<file path="src/rtl/fxp_pkg.sv">
// Shared fixed-point defaults and types for the fxp arithmetic blocks.
package fxp_pkg;
  localparam int FXP_TOTAL_BITS      = 16;
  localparam int FXP_FRACTIONAL_BITS = 8;

  typedef logic [FXP_TOTAL_BITS-1:0] fxp_t;

  typedef enum logic [1:0] {IDLE, BUSY, DONE} fxdiv_state_t;
endpackage

</file>
<file path="src/rtl/fxdiv_step.sv">
// One restoring-division step: shift in a dividend bit, trial-subtract the divisor.
module fxdiv_step #(
  parameter int W = 16
) (
  input  logic [W:0]   rem_in,
  input  logic         dbit,
  input  logic [W-1:0] divisor,
  output logic [W:0]   rem_out,
  output logic         q_bit
);
  logic [W+1:0] sh, diff;

  assign sh      = {rem_in, dbit};
  // One extra bit so the borrow shows up as the sign of the difference.
  assign diff    = sh - {2'b00, divisor};
  assign q_bit   = ~diff[W+1];
  assign rem_out = q_bit ? diff[W:0] : sh[W:0];
endmodule

</file>
<file path="src/rtl/fxdiv.sv">
// Sequential fixed-point divider: out = (in1 << FRAC) / in2, one quotient bit per clock.
module fxdiv
  import fxp_pkg::*;
#(
  parameter int TOTAL_BITS      = FXP_TOTAL_BITS,
  parameter int FRACTIONAL_BITS = FXP_FRACTIONAL_BITS,
  parameter bit SIGNED          = 1'b0
) (
  input  logic                  clk,
  input  logic                  reset,
  input  logic                  in_valid,
  output logic                  in_ready,
  input  logic [TOTAL_BITS-1:0] in1,
  input  logic [TOTAL_BITS-1:0] in2,
  output logic                  out_valid,
  input  logic                  out_ready,
  output logic [TOTAL_BITS-1:0] out,
  output logic                  overflow,
  output logic                  div_by_zero
);
  localparam int N  = TOTAL_BITS + FRACTIONAL_BITS;
  localparam int CW = $clog2(N);
  localparam logic [TOTAL_BITS-1:0] ONES    = '1;
  localparam logic [TOTAL_BITS-1:0] POS_MAX = {1'b0, {(TOTAL_BITS-1){1'b1}}};
  localparam logic [TOTAL_BITS-1:0] NEG_MAX = {1'b1, {(TOTAL_BITS-1){1'b0}}};

  fxdiv_state_t          state;
  logic [CW-1:0]         cnt;
  logic [TOTAL_BITS:0]   rem, rem_nxt;
  logic [N-1:0]          dvd, q_fin, lim;
  logic [N-2:0]          q;
  logic [TOTAL_BITS-1:0] dvs, a1, a2, res;
  logic                  neg, sgn1, zdiv, q_bit, res_ovf;

  // |x| in TOTAL_BITS unsigned; the most negative value maps onto itself.
  assign a1 = (SIGNED && in1[TOTAL_BITS-1]) ? -in1 : in1;
  assign a2 = (SIGNED && in2[TOTAL_BITS-1]) ? -in2 : in2;

  fxdiv_step #(.W(TOTAL_BITS)) u_step (
    .rem_in  (rem),
    .dbit    (dvd[N-1]),
    .divisor (dvs),
    .rem_out (rem_nxt),
    .q_bit   (q_bit)
  );

  assign q_fin = {q, q_bit};
  assign lim   = {{FRACTIONAL_BITS{1'b0}}, (neg ? NEG_MAX : POS_MAX)};

  always_comb begin
    res     = q_fin[TOTAL_BITS-1:0];
    res_ovf = 1'b0;
    if (!SIGNED) begin
      if (|q_fin[N-1:TOTAL_BITS]) begin
        res     = ONES;
        res_ovf = 1'b1;
      end
    end else if (q_fin > lim) begin
      res     = neg ? NEG_MAX : POS_MAX;
      res_ovf = 1'b1;
    end else if (neg) begin
      res = -q_fin[TOTAL_BITS-1:0];
    end
  end

  always_ff @(posedge clk) begin
    if (reset) begin
      state       <= IDLE;
      in_ready    <= 1'b1;
      out_valid   <= 1'b0;
      out         <= '0;
      overflow    <= 1'b0;
      div_by_zero <= 1'b0;
      cnt         <= '0;
      rem         <= '0;
      dvd         <= '0;
      q           <= '0;
      dvs         <= '0;
      neg         <= 1'b0;
      sgn1        <= 1'b0;
      zdiv        <= 1'b0;
    end else begin
      case (state)
        IDLE: if (in_valid) begin
          state    <= BUSY;
          in_ready <= 1'b0;
          cnt      <= CW'(N-1);
          rem      <= '0;
          q        <= '0;
          dvd      <= {a1, {FRACTIONAL_BITS{1'b0}}};
          dvs      <= a2;
          neg      <= SIGNED && (in1[TOTAL_BITS-1] ^ in2[TOTAL_BITS-1]);
          sgn1     <= SIGNED && in1[TOTAL_BITS-1];
          zdiv     <= (in2 == '0);
        end
        BUSY: begin
          rem <= rem_nxt;
          dvd <= {dvd[N-2:0], 1'b0};
          q   <= q_fin[N-2:0];
          cnt <= cnt - CW'(1);
          // Last step: the final quotient bit is still combinational here.
          if (cnt == '0) begin
            state     <= DONE;
            out_valid <= 1'b1;
            if (zdiv) begin
              out         <= sgn1 ? NEG_MAX : (SIGNED ? POS_MAX : ONES);
              overflow    <= 1'b0;
              div_by_zero <= 1'b1;
            end else begin
              out         <= res;
              overflow    <= res_ovf;
              div_by_zero <= 1'b0;
            end
          end
        end
        DONE: if (out_ready) begin
          state     <= IDLE;
          out_valid <= 1'b0;
          in_ready  <= 1'b1;
        end
        default: state <= IDLE;
      endcase
    end
  end
endmodule

</file>
<file path="config.mk">
export PLATFORM = sky130hd
export DESIGN_NAME = fxdiv
export DESIGN_NICKNAME = d
export VERILOG_FILES = /design/src/rtl/fxp_pkg.sv /design/src/rtl/fxdiv_step.sv /design/src/rtl/fxdiv.sv
export SDC_FILE = /design/constraint.sdc
export NUM_CORES = 1
export LEC_CHECK = 0
export ABC_AREA = 1
export CORE_MARGIN = 4
export CORE_UTILIZATION = 45
export CTS_CLUSTER_DIAMETER = 100
export CTS_CLUSTER_SIZE = 12
export DETAILED_ROUTE_END_ITERATION = 7
export GPL_ROUTABILITY_DRIVEN = 0
export GPL_TIMING_DRIVEN = 0
export PLACE_DENSITY = 0.75
export SLEW_MARGIN = 25
export SYNTH_ARGS = -nofsm -noshare
export SYNTH_HDL_FRONTEND = slang
export SYNTH_SLANG_ARGS = --single-unit
</file>
<file path="constraint.sdc">
create_clock -name clk -period 2.05 [get_ports clk]
set_input_delay 0.205 -clock clk [delete_from_list [all_inputs] [get_ports clk]]
set_output_delay 0.205 -clock clk [all_outputs]
set_load 0.05 [all_outputs]
</file>
==> results.sh, run 1 <==
export IMPL_status="completed"
export IMPL_reg2reg_slack_ps=40
export IMPL_drt_total_wl_um=14000
export IMPL_hold_violations=0
export IMPL_switching_share_pct=47.0
export IMPL_cp_endpoint="rem[11]"
export IMPL_ys_seq_area_share_pct=39.0
export IMPL_syn_avg_cell_area_um2=7.02
export IMPL_synth_cell_area_um2=5130
export IMPL_vias_per_cell=5.22
export IMPL_insertedDiodeCount=0
export IMPL_port_buffers=55
export IMPL_slew_headroom_pct=45.8
export IMPL_hpwl_um=9740
export IMPL_required_ps=2240
export IMPL_drive_gt1_share_pct=17.8
export IMPL_synth_edf_count=0
export IMPL_synth_most_common_cell="nand2_1"
export IMPL_grt_pass1_wl_um=22200
export IMPL_tightest_slew_ps=813
export IMPL_die_area_um2=13200
export IMPL_synth_area_top_cells="dfxtp_1 39%, nand2_1 15%, a21oi_1 5.8%, inv_1 5.6%, ha_1 4.4%"
export IMPL_end_kind="register"
export IMPL_yosys_warnings=0
export IMPL_initial_core_util_pct=46.7
export IMPL_clkSinkCount=100
export IMPL_crit_start="dvs[2]"
export IMPL_finClkSkew_ps=7.28
export IMPL_hp_class="in -> reg"
export IMPL_timing_rr_end="rem[11]"
export IMPL_cts_tree="yes"
export IMPL_drtIter0Drc=401
export IMPL_cts_max_level=3
export IMPL_grt_pass1_vias=4692
export IMPL_postSynthCellCount=731
export IMPL_vias=4992
export IMPL_period_needed_ps=2010
export IMPL_clock_power_share_pct=14.6
export IMPL_async_flop_share_pct=0
export IMPL_area_growth_syn_to_layout_pct=28.4
export IMPL_nFillCells=983
export IMPL_synth_top_cell_area_share_pct=39.0
export IMPL_seq_power_share_pct=21.3
export IMPL_grt_overflow=0
export IMPL_die_h_um=115
export IMPL_finalPower_mw=11.6
export IMPL_holdWs_ps=417
export IMPL_antenna_found_initial=0
export IMPL_worst_setup_path_type="reg -> reg"
export IMPL_synth_area_leader_cell="dfxtp_1"
export IMPL_cp_data_arrival_time_ps=2200
export IMPL_grt_total_usage_pct=20.9
export IMPL_fmax_ghz=0.498
export IMPL_internal_power_mw=6.16
export IMPL_grt_setup_unrepaired="true"
export IMPL_yosysUniqueCellTypes=36
export IMPL_io_pins=56
export IMPL_ys_ff_latch=100
export IMPL_first_pass_iters=6
export IMPL_syn_num_nets=786
export IMPL_ys_flop_type="dfxtp_1"
export IMPL_synth_common_cells="201 x nand2_1, 100 x dfxtp_1, 77 x inv_1"
export IMPL_fp_coreArea_um2=11000
export IMPL_cp_start_kind="register"
export IMPL_leakagePower_nw=2.69
export IMPL_grt_max_degree=21
export IMPL_drtAntennaViolNets=0
export IMPL_crit_fanout=6
export IMPL_p_switching_mw=5.47
export IMPL_drcViolationCount=0
export IMPL_worst_r2r_cell_count=15
export IMPL_drt_wirelength_per_cell_um=14.6
export IMPL_row_count=38
export IMPL_p_per_area_nw_per_um2=1760
export IMPL_r2r_start="dvs[2]"
export IMPL_min_period_over_period_pct=98.0
export IMPL_cts_buffers=9
export IMPL_cts_root_buffer="clkbuf_16"
export IMPL_slew_viol_final=0
export IMPL_postCtsHoldBufs=0
export IMPL_cts_clk_slew_worst_paths_ps=80
export IMPL_vdd_drop_max_mv=1.39
export IMPL_die_w_um=115
export IMPL_p_comb_share_pct=64.1
export IMPL_fin_nets=866
export IMPL_drv_cap=0
export IMPL_setup_viol=0
export IMPL_cts_buffer_depth=2
export IMPL_worstSkewPairLatency_ps=340
[cell type report]
type	count	area, um2	share of cell area [%]
multi-input combinational	513	2940	44.6
timing repair buffer	69	673	10.2
clock buffer	9	225	3.42
inverter	86	323	4.90
clock inverter	7	78.8	1.20
sequential	100	2010	30.5
tap	140	175	2.66
buffer	32	169	2.56
[how the worst min path moves through the flow]
stage	startpoint	to	slack, ps	depth (start not counted)
floorplan	in1[0]	dvd[8]	350	2
global placement	in_ready	in_ready	440	2
detailed placement	in_ready	in_ready	450	2
CTS	in1[0]	dvd[8]	410	3
global route	in1[0]	dvd[8]	440	3
finish	in1[0]	dvd[8]	420	3
[metrics by stage]
step / std cells / worst slack, ps / TNS [ps] / util (%) / cell area (um2)
2_1_floorplan: 731 / 189 / 0 / - / 5130
3_3_place_gp: 926 / -107 / -1120 / 53.3 / 5860
3_5_place_dp: 926 / -110 / -1200 / 53.3 / 5860
4_1_cts: 945 / 16.9 / 0 / 56.9 / 6250
5_1_grt: 956 / -97.3 / -749 / 60.0 / 6590
6_report: 956 / 40.6 / 0 / 60.0 / 6590
[per-layer routing]
metal / vias to the layer above / wire length, um / global-route usage [%] / share of wire, %
li1: 2531 / - / - / -
met1: 2257 / 6080 / 26.7 / 43
met2: 167 / 6630 / 34.9 / 47
met3: 37 / 788 / 4.11 / 5.6
met4: 0 / 499 / 7.98 / 3.6
met5: - / 0 / 0 / 0
[placed cells by master (no fill, tap or decap), types with 3 or more instances in the layout]
master	instances
nor3_1	7
nand4_1	5
inv_2	18
nor2_2	4
dfxtp_2	7
nand3_2	14
xor2_1	7
clkbuf_1	20
nor2_1	48
ha_1	4
clkdlybuf4s50_1	55
nand2_1	192
clkbuf_16	10
dfxtp_1	93
nand2_4	3
nor2_4	3
ha_4	14
buf_4	15
inv_1	68
o21ai_0	36
nand3_1	42
buf_2	5
nor4_1	4
a21oi_1	58
a21oi_2	13
nand3b_1	3
a31oi_1	16
nand2_2	23
[power by group through the flow]
| stage | combinational, mW | clock, mW | sequential, mW |
|---|---|---|---|
| after floorplan | 4.50 | 0 | 2.49 |
| after global placement | 5.71 | 0 | 2.43 |
| after detailed placement | 5.75 | 0 | 2.43 |
| after CTS | 6.10 | 1.73 | 2.41 |
| after global routing | 8.08 | 1.81 | 2.50 |
| final | 7.45 | 1.70 | 2.47 |
[timing repair]
action | 4_1_cts | 5_1_grt
setup endpoints to repair | 15 | 29
pin swaps | 1 | 18
gates cloned | 0 | 1
buffers inserted | 3 | 10
gates resized for setup | 14 | 53
[flip-flops by register name, indices dropped and copies added, names as in the netlist]
register,cells
q,23
rem,17
dvd,16
dvs,16
out,16
cnt,5
state,2
div_by_zero,1
in_ready,1
out_valid,1
overflow,1
zdiv,1
[kinds of logic after synthesis]
kind of cell / after synthesis / share of synthesized area [%]
fa+ha+maj: 19 / 4.78
flops: 100 / 39.0
buf+inv: 118 / 9.21
simple gates: 355 / 31.2
compound gates: 131 / 14.4
xor+xnor: 8 / 1.36
[critical path, stage by stage (launching register included)]
cell,delay [ps]
dfxtp_1,310
inv_1,70
ha_4,310
nand2_1,80
nand2_1,90
nand2_2,50
nand2_2,60
nand2_1,70
nand3_2,110
nand2_4,80
nand2_4,120
nand2_2,140
nand2_4,130
nand2_1,60
nand3_1,90
a21oi_1,70
(Power assumes the default switching activity.)
==> run 2: changes to the inputs <==
Settings changed: RECOVER_POWER from default to 100.
==> results.sh, run 2 (synthesized netlist as in run 1, its figures left out) <==
export IMPL_status="completed"
export IMPL_final_cells=956
export IMPL_grt_pass1_wl_um=22200
export IMPL_drtAntennaViolNets=0
export IMPL_min_period_over_period_pct=98.0
export IMPL_tightest_slew_ps=813
export IMPL_vias=4991
export IMPL_setup_ws_ps=41.9
export IMPL_p_comb_share_pct=64.1
export IMPL_setup_viol=0
export IMPL_final_area_um2=6590
export IMPL_first_pass_iters=6
export IMPL_slew_headroom_pct=45.8
export IMPL_row_count=38
export IMPL_leakagePower_nw=2.69
export IMPL_cts_buffers=9
export IMPL_cp_data_arrival_time_ps=2210
export IMPL_drt_wirelength_per_cell_um=14.6
export IMPL_worst_setup_path_type="reg -> reg"
export IMPL_reg_top3="q (23), rem (17)"
export IMPL_cp_num_buf_inv=2
export IMPL_grt_max_degree=21
export IMPL_final_core_util_pct=60.0
export IMPL_cp_depth=16
export IMPL_seq_power_share_pct=21.3
export IMPL_critical_path_top_delay_family="simple AND/OR/NAND/NOR gates"
export IMPL_cts_buffer_depth=2
export IMPL_initial_core_util_pct=46.7
export IMPL_largest_reg_flops=23
export IMPL_die_w_um=115
export IMPL_p_per_area_nw_per_um2=1760
export IMPL_placed_cell_area_um2=5860
export IMPL_grt_pass1_vias=4692
export IMPL_cts_clk_slew_worst_paths_ps=80
export IMPL_cpPeakStageDelay_ps=310
export IMPL_placed_cells=926
export IMPL_cts_root_buffer="clkbuf_16"
export IMPL_drcViolationCount=0
export IMPL_final_common_cell="nand2_1"
export IMPL_cts_max_level=3
export IMPL_nFillCells=983
export IMPL_finalPower_mw=11.6
export IMPL_drtIter0Drc=401
export IMPL_final_cell_mix="192 x nand2_1, 93 x dfxtp_1, 68 x inv_1"
export IMPL_drv_cap=0
export IMPL_holdWs_ps=417
export IMPL_grt_overflow=0
export IMPL_antenna_found_initial=0
export IMPL_p_switching_mw=5.47
export IMPL_internal_power_mw=6.16
export IMPL_worstSkewPairLatency_ps=340
export IMPL_hpwl_um=9740
export IMPL_period_needed_ps=2010
export IMPL_crit_chain="inv_1 > ha_4 > nand2_1 > nand2_1 > nand2_2 > nand2_2 > nand2_1 > nand3_2 > nand2_4 > nand2_4 > nand2_8 > nand2_8 > clkbuf_16 > nand2_2 > nand3_2 > a21oi_2"
export IMPL_grt_setup_unrepaired="true"
export IMPL_clock_power_share_pct=14.6
export IMPL_end_kind="register"
export IMPL_grt_total_usage_pct=20.9
export IMPL_crit_fanout=6
export IMPL_fmax_ghz=0.498
export IMPL_die_h_um=115
export IMPL_port_buffers=55
export IMPL_required_ps=2250
export IMPL_switching_share_pct=47.0
export IMPL_min_path_cells=3
export IMPL_vias_per_cell=5.22
export IMPL_drive_gt1_share_pct=17.8
export IMPL_finClkSkew_ps=7.32
export IMPL_hold_violations=0
export IMPL_top_register="q"
export IMPL_fp_coreArea_um2=11000
export IMPL_clkSinkCount=100
export IMPL_io_pins=56
export IMPL_cp_start_kind="register"
export IMPL_setup_tns_ps=0
export IMPL_insertedDiodeCount=0
export IMPL_cp_slowest_cell="dfxtp_1"
export IMPL_vdd_drop_max_mv=1.39
export IMPL_drt_total_wl_um=14000
export IMPL_cts_tree="yes"
export IMPL_place_ws_ps=-110
export IMPL_hp_class="in -> reg"
export IMPL_slew_viol_final=0
export IMPL_worst_r2r_cell_count=16
export IMPL_die_area_um2=13200
export IMPL_area_growth_syn_to_layout_pct=28.4
export IMPL_fin_nets=866
==> run 2: cell counts in the layout (fill, tap and decap cells not counted) <==
No cell type changed its count.
==> run 2: path summary, 6_finish.rpt <==
| path | slack, ps | endpoint | startpoint |
|---|---|---|---|
| worst max-delay path | 40 | rem[6] | dvs[2] |
| worst min register to register | 470 | in_ready | in_ready |
| worst max register to register | 40 | rem[6] | dvs[2] |
| worst min-delay path | 420 | dvd[8] | in1[0] |
==> run 2: layout make-up <==
class,instances,area [um2],area share (%)
clock buffer,9,225,3.42
multi-input combinational,513,2940,44.6
buffer,32,169,2.56
clock inverter,7,78.8,1.20
tap,140,175,2.66
sequential,100,2010,30.5
inverter,86,323,4.90
timing repair buffer,69,673,10.2
==> run 2: worst reg2reg max path: stages, from the launching register on <==
cell and delay (ps):
dfxtp_1 310, inv_1 70, ha_4 310, nand2_1 80, nand2_1 90, nand2_2 50
nand2_2 60, nand2_1 70, nand3_2 110, nand2_4 80, nand2_4 120, nand2_8 80
nand2_8 100, clkbuf_16 160, nand2_2 50, nand3_2 60, a21oi_2 50
==> run 2: power by group through the flow <==
| stage | combinational [mW] | sequential [mW] | clock (mW) |
|---|---|---|---|
| finish | 7.45 | 2.47 | 1.70 |
| global route | 8.08 | 2.50 | 1.81 |
| CTS | 6.10 | 2.41 | 1.73 |
| detailed placement | 5.75 | 2.43 | 0 |
| global placement | 5.71 | 2.43 | 0 |
| floorplan | 4.50 | 2.49 | 0 |
==> run 2: per-layer routing <==
metal	global-route usage (%)	vias up	wire (um)
li1	-	2530	-
met1	26.7	2258	6100
met2	34.9	165	6620
met3	4.11	38	767
met4	7.98	0	498
met5	0	-	0
==> run 2: what timing repair did <==
item | in CTS | in global routing
pin swaps | 1 | 18
endpoints found under the setup margin | 15 | 29
hold buffers | 0 | 0
setup buffers | 3 | 10
gates resized for setup | 14 | 53
gates cloned | 0 | 1
==> run 3: changes to the inputs <==
Settings changed: CAP_MARGIN from default to 20.
==> results of run 3 <==
The final DEF is identical to that of run 2; final timing and power are the same.
